## src/rtl/jk_reg_bank.sv

```systemverilog
// WIDTH-bit flip-flop bank with runtime-selectable D/JK/T/SR behaviour,
// sticky illegal-SR flag and a per-edge change count with saturating total.
module jk_reg_bank #(
  parameter int              WIDTH   = 8,
  parameter logic [WIDTH-1:0] RST_VAL = '0,
  parameter int              ACC_W   = 16,
  localparam int             CNT_W   = $clog2(WIDTH + 1)
) (
  input  logic             clk,
  input  logic             rst,
  input  logic             en,
  input  logic [1:0]       mode,
  input  logic [WIDTH-1:0] j,
  input  logic [WIDTH-1:0] k,
  input  logic             clr_err,
  output logic [WIDTH-1:0] q,
  output logic [WIDTH-1:0] qb,
  output logic             err,
  output logic [CNT_W-1:0] chg_cnt,
  output logic [ACC_W-1:0] chg_acc
);

  localparam logic [1:0] MODE_D  = 2'b00;
  localparam logic [1:0] MODE_JK = 2'b01;
  localparam logic [1:0] MODE_T  = 2'b10;
  localparam logic [1:0] MODE_SR = 2'b11;

  // Sum is wide enough for either operand plus a carry, so the clamp is exact.
  localparam int SUM_W = ((CNT_W > ACC_W) ? CNT_W : ACC_W) + 1;
  localparam logic [SUM_W-1:0] ACC_MAX = {{(SUM_W - ACC_W){1'b0}}, {ACC_W{1'b1}}};

  logic [WIDTH-1:0] q_reg;
  logic [WIDTH-1:0] q_next;
  logic [WIDTH-1:0] nq;
  logic             err_reg;
  logic             err_next;
  logic [CNT_W-1:0] cnt_reg;
  logic [CNT_W-1:0] cnt_next;
  logic [ACC_W-1:0] acc_reg;
  logic [ACC_W-1:0] acc_next;
  logic [SUM_W-1:0] acc_sum;
  logic             sr_illegal;

  generate
    for (genvar gi = 0; gi < WIDTH; gi++) begin : g_bit
      always_comb begin
        nq[gi] = q_reg[gi];
        case (mode)
          MODE_D:  nq[gi] = j[gi];
          MODE_JK: nq[gi] = (j[gi] & ~q_reg[gi]) | (~k[gi] & q_reg[gi]);
          MODE_T:  nq[gi] = q_reg[gi] ^ j[gi];
          MODE_SR: begin
            // S=R=1 is illegal: the bit holds and err is raised bank-wide
            if (j[gi] && !k[gi])
              nq[gi] = 1'b1;
            else if (!j[gi] && k[gi])
              nq[gi] = 1'b0;
          end
          default: nq[gi] = q_reg[gi];
        endcase
      end
    end
  endgenerate

  assign q_next     = en ? nq : q_reg;
  assign sr_illegal = en && (mode == MODE_SR) && (|(j & k));
  assign err_next   = sr_illegal ? 1'b1 : (clr_err ? 1'b0 : err_reg);

  always_comb begin
    cnt_next = '0;
    for (int i = 0; i < WIDTH; i++)
      cnt_next = cnt_next + CNT_W'(q_reg[i] ^ q_next[i]);
  end

  always_comb begin
    acc_sum  = {{(SUM_W - ACC_W){1'b0}}, acc_reg} + {{(SUM_W - CNT_W){1'b0}}, cnt_next};
    acc_next = (acc_sum > ACC_MAX) ? {ACC_W{1'b1}} : acc_sum[ACC_W-1:0];
  end

  always_ff @(posedge clk) begin
    if (rst) begin
      q_reg   <= RST_VAL;
      err_reg <= 1'b0;
      cnt_reg <= '0;
      acc_reg <= '0;
    end else begin
      q_reg   <= q_next;
      err_reg <= err_next;
      cnt_reg <= cnt_next;
      acc_reg <= acc_next;
    end
  end

  assign q       = q_reg;
  assign qb      = ~q_reg;
  assign err     = err_reg;
  assign chg_cnt = cnt_reg;
  assign chg_acc = acc_reg;

endmodule

```

## config.mk

```make
export PLATFORM = sky130hd
export DESIGN_NAME = jk_reg_bank
export DESIGN_NICKNAME = d
export VERILOG_FILES = /design/src/rtl/jk_reg_bank.sv
export SDC_FILE = /design/constraint.sdc
export NUM_CORES = 1
export LEC_CHECK = 0
export CORE_MARGIN = 3
export CORE_UTILIZATION = 52
export CTS_BUF_LIST = sky130_fd_sc_hd__clkbuf_4 sky130_fd_sc_hd__clkbuf_8
export CTS_CLUSTER_DIAMETER = 150
export DETAILED_ROUTE_END_ITERATION = 10
export PLACE_DENSITY_LB_ADDON = 0.12
export RECOVER_POWER = 50
export SLEW_MARGIN = 20
export SYNTH_ARGS = -nofsm -noshare
export SYNTH_HDL_FRONTEND = slang
export SYNTH_SLANG_ARGS = --single-unit
```

## constraint.sdc

```tcl
create_clock -name clk -period 12.18 [get_ports clk]
set_input_delay 1.218 -clock clk [delete_from_list [all_inputs] [get_ports clk]]
set_output_delay 1.218 -clock clk [all_outputs]
set_load 0.05 [all_outputs]
```

==> insert_results.sql <==
INSERT INTO impl_metrics (metric_group, metric, value, unit) VALUES
('outcome', 'status', 'completed', ''),
('floorplanning', 'die_width', '70.1', 'um'),
('final_layout', 'syn2layout_area_growth', '32.2', '%'),
('drt', 'detailedRoute.firstIterationViolations', '171', ''),
('clock_network', 'postCtsHoldBufs', '0', ''),
('power', 'pwr-share-clk', '28.5', '%'),
('drt', 'drc_violations_left', '0', ''),
('timing', 'clock_skew', '2.39', 'ps'),
('synth', 'synth-edff-count', '0', ''),
('critical_path', 'cp.required', '12410', 'ps'),
('drt', 'routedWlPerCell', '14.6', 'um'),
('power', 'static-leakage-power', '1.07', 'nW'),
('power', 'power.share.switching', '38.9', '%'),
('power', 'part_of_the_total_power_dissipated_in_combinational_logic', '41.6', '%'),
('global_routing', 'grt_max_degree', '37', ''),
('timing', 'setup_viol', '0', ''),
('place', 'placed_cells', '369', ''),
('clock_network', 'worst_skew_pair.late_latency', '290', 'ps'),
('timing', 'timing.final.crit_share', '57.0', '%'),
('hold_path', 'min-delay-path-class', 'reg2reg', ''),
('timing', 'slew_violations', '0', ''),
('final_layout', 'stdcell_count', '377', ''),
('synth', 'ys_async_sr_fraction', '0', '%'),
('floorplanning', 'fp.coreArea', '3800', 'sq um'),
('final_layout', 'antennaDiodeCount', '0', ''),
('clock_network', 'numClockSinks', '29', ''),
('synth', 'synthesis.area_per_instance', '7.57', 'sq um'),
('power', 'vdd.ir_drop.worst', '0.0000770', 'V'),
('place', 'port-buffer-count', '58', ''),
('place', 'detailed_place_hpwl', '3950', 'um'),
('timing', 'max_freq', '144', 'MHz'),
('timing', 'final_hold_viol_count', '0', ''),
('global_routing', 'via_count_of_the_first_global_routing_pass', '1947', ''),
('power', 'power_report.internal_total', '230', 'uW'),
('place', 'place_congestion', '0.844', ''),
('critical_path', 'crit_path_start_kind', 'primary input', ''),
('timing', 'tightestPinTransition', '938', 'ps'),
('critical_path', 'worstPathMaxFanout', '26', ''),
('floorplanning', 'die_height', '70.1', 'um'),
('final_layout', 'nFillCells', '320', ''),
('drt', 'total_routed_length', '5500', 'um'),
('timing', 'max_slew_margin', '37.3', '%'),
('clock_network', 'cts_made_buffers', '5', ''),
('synth', 'synth.net_count', '316', ''),
('clock_network', 'clock_tree.root_cell', 'sky130_fd_sc_hd__clkbuf_8', ''),
('synth', 'dominant_register_cell_in_the_synthesized_netlist', 'sky130_fd_sc_hd__dfxtp_1', ''),
('timing', 'period_needed', '6940', 'ps'),
('synth', 'post-synth-top-area-cell', 'sky130_fd_sc_hd__dfxtp_1', ''),
('power', 'seqPwrFrac', '30.0', '%'),
('job', 'max_cap_violations', '0', ''),
('clock_network', 'post_cts_resized', '0', ''),
('floorplanning', 'rows', '22', ''),
('clock_network', 'cts-root-to-sink-buffers', '2', ''),
('global_routing', 'global_route_wire_length_before_repair', '9170', 'um'),
('synth', 'yosys.area.top_type_share', '27.2', '%'),
('clock_network', 'htree_num_levels', '2', ''),
('final_layout', 'register_area', '581', 'sq um'),
('synth', 'mappedNetlistArea', '2130', 'sq um'),
('power', 'power_switching', '146', 'uW'),
('synth', 'yosys_warnings', '0', ''),
('floorplanning', 'initial_core_utilization', '56.2', '%'),
('critical_path', 'worst-endpoint-arrival', '7170', 'ps'),
('global_routing', 'gr-usage-all-layers', '22.8', '%'),
('final_layout', 'net_count_reported_at_finish', '362', ''),
('drt', 'via_per_inst', '5.92', ''),
('power', 'power', '376', 'uW'),
('synth', 'ys_top_cells_by_area', 'sky130_fd_sc_hd__dfxtp_1, sky130_fd_sc_hd__o21ai_0, sky130_fd_sc_hd__nand2_1', ''),
('synth', 'synth_seq_cells', '29', ''),
('global_routing', 'overflow', '0', ''),
('synth', 'post_synth_num_cell_types', '43', ''),
('final_layout', 'final_layout_size_suffix_gt1_share', '6.08', '%');
-- layout make-up --
type                       count  area share (%)
tap                           48            2.13
multi-input combinational    214            49.6
clock inverter                 2            1.33
inverter                      18            2.39
sequential                    29            20.6
timing repair buffer          60            21.1
clock buffer                   6            2.93
-- cell usage in the layout (no fill, tap or decap), types with 2 or more instances in the layout --
master and instances:
sky130_fd_sc_hd__ha_1 7, sky130_fd_sc_hd__nand2_1 34, sky130_fd_sc_hd__buf_4 2, sky130_fd_sc_hd__dlygate4sd3_1 33, sky130_fd_sc_hd__mux2i_1 3, sky130_fd_sc_hd__a31oi_1 2
sky130_fd_sc_hd__o21ai_0 27, sky130_fd_sc_hd__dfxtp_1 29, sky130_fd_sc_hd__a22oi_1 4, sky130_fd_sc_hd__nor2_1 14, sky130_fd_sc_hd__clkdlybuf4s50_1 25, sky130_fd_sc_hd__clkbuf_8 6
sky130_fd_sc_hd__nor3_1 4, sky130_fd_sc_hd__o22ai_1 16, sky130_fd_sc_hd__inv_1 18, sky130_fd_sc_hd__a22o_1 6, sky130_fd_sc_hd__o22a_1 7, sky130_fd_sc_hd__nor2b_1 5
sky130_fd_sc_hd__a21oi_2 6, sky130_fd_sc_hd__a211o_1 8, sky130_fd_sc_hd__nand3_1 14, sky130_fd_sc_hd__fa_1 5, sky130_fd_sc_hd__xnor2_1 3, sky130_fd_sc_hd__xor2_1 7
sky130_fd_sc_hd__nand4_1 3, sky130_fd_sc_hd__o211ai_1 4, sky130_fd_sc_hd__a21oi_1 19
-- through the flow --
stage	hold slack [ps]	util, %	setup WS (ps)	area (sq um)
after floorplan	690	-	6230	2130
after global placement	457	71.1	5180	2700
after detailed placement	495	71.1	5060	2700
after CTS	505	74.3	5340	2820
after global routing	538	74.3	4910	2820
final	495	74.3	5240	2820
-- logic make-up (layout without fill, tap and decap cells) --
logic type | count (synthesis) | count (layout) | share of synthesized area, %
AND/OR/NAND/NOR | 82 | 82 | 18.0
flip-flops | 29 | 29 | 27.2
adder cells (fa/ha/maj) | 12 | 12 | 8.79
buffers and inverters | 39 | 86 | 7.27
AO/OA/AOI/OAI | 107 | 107 | 33.2
multiplexers | 3 | 3 | 1.41
XOR/XNOR | 10 | 10 | 4.10
-- critical path, stage by stage --
cell and delay [ps]:
sky130_fd_sc_hd__dlygate4sd3_1 1150, sky130_fd_sc_hd__nor2_1 290, sky130_fd_sc_hd__nand2_1 130, sky130_fd_sc_hd__o21ai_0 80
sky130_fd_sc_hd__a22oi_1 160, sky130_fd_sc_hd__o211ai_1 160, sky130_fd_sc_hd__fa_1 570, sky130_fd_sc_hd__inv_1 50
sky130_fd_sc_hd__fa_1 500, sky130_fd_sc_hd__fa_1 490, sky130_fd_sc_hd__ha_1 230, sky130_fd_sc_hd__fa_1 500
sky130_fd_sc_hd__inv_1 80, sky130_fd_sc_hd__fa_1 440, sky130_fd_sc_hd__nor2b_1 220, sky130_fd_sc_hd__o31ai_2 150
sky130_fd_sc_hd__or3_1 550, sky130_fd_sc_hd__a21oi_2 180
-- Yosys cell counts, types with 7 or more instances --
| cell type | n |
|---|---|
| sky130_fd_sc_hd__nor2_1 | 14 |
| sky130_fd_sc_hd__o22ai_1 | 16 |
| sky130_fd_sc_hd__o21ai_0 | 27 |
| sky130_fd_sc_hd__inv_1 | 18 |
| sky130_fd_sc_hd__xor2_1 | 7 |
| sky130_fd_sc_hd__dfxtp_1 | 29 |
| sky130_fd_sc_hd__o22a_1 | 7 |
| sky130_fd_sc_hd__clkbuf_1 | 18 |
| sky130_fd_sc_hd__nand3_1 | 14 |
| sky130_fd_sc_hd__a211o_1 | 8 |
| sky130_fd_sc_hd__nand2_1 | 34 |
| sky130_fd_sc_hd__ha_1 | 7 |
| sky130_fd_sc_hd__a21oi_1 | 19 |
-- power groups by stage --
| stage | clock network [mW] | logic [mW] | registers [mW] |
|---|---|---|---|
| after CTS | 0.108 | 0.160 | 0.113 |
| after detailed placement | 0 | 0.159 | 0.115 |
| after floorplan | 0 | 0.0775 | 0.149 |
| after global placement | 0 | 0.154 | 0.115 |
| after global routing | 0.112 | 0.168 | 0.114 |
| final | 0.107 | 0.156 | 0.113 |
-- metal layers --
metal / vias to the layer above / wire [um] / GRT usage (%)
li1: 1113 / - / -
met5: - / 0 / 0
met1: 1026 / 2590 / 31.4
met4: 0 / 53 / 5.11
met2: 88 / 2510 / 35.7
met3: 5 / 348 / 6.04
-- final timing paths --
check	from	endpoint	slack (ps)	cells after the start
worst max-delay path	mode[1]	chg_acc[1]	5240	18
worst min-delay path	err	err	490	2
worst max register to register	q[0]	chg_acc[1]	7000	17
worst min register to register	err	err	490	2
No activity file was read; power rests on OpenSTA's default activity.
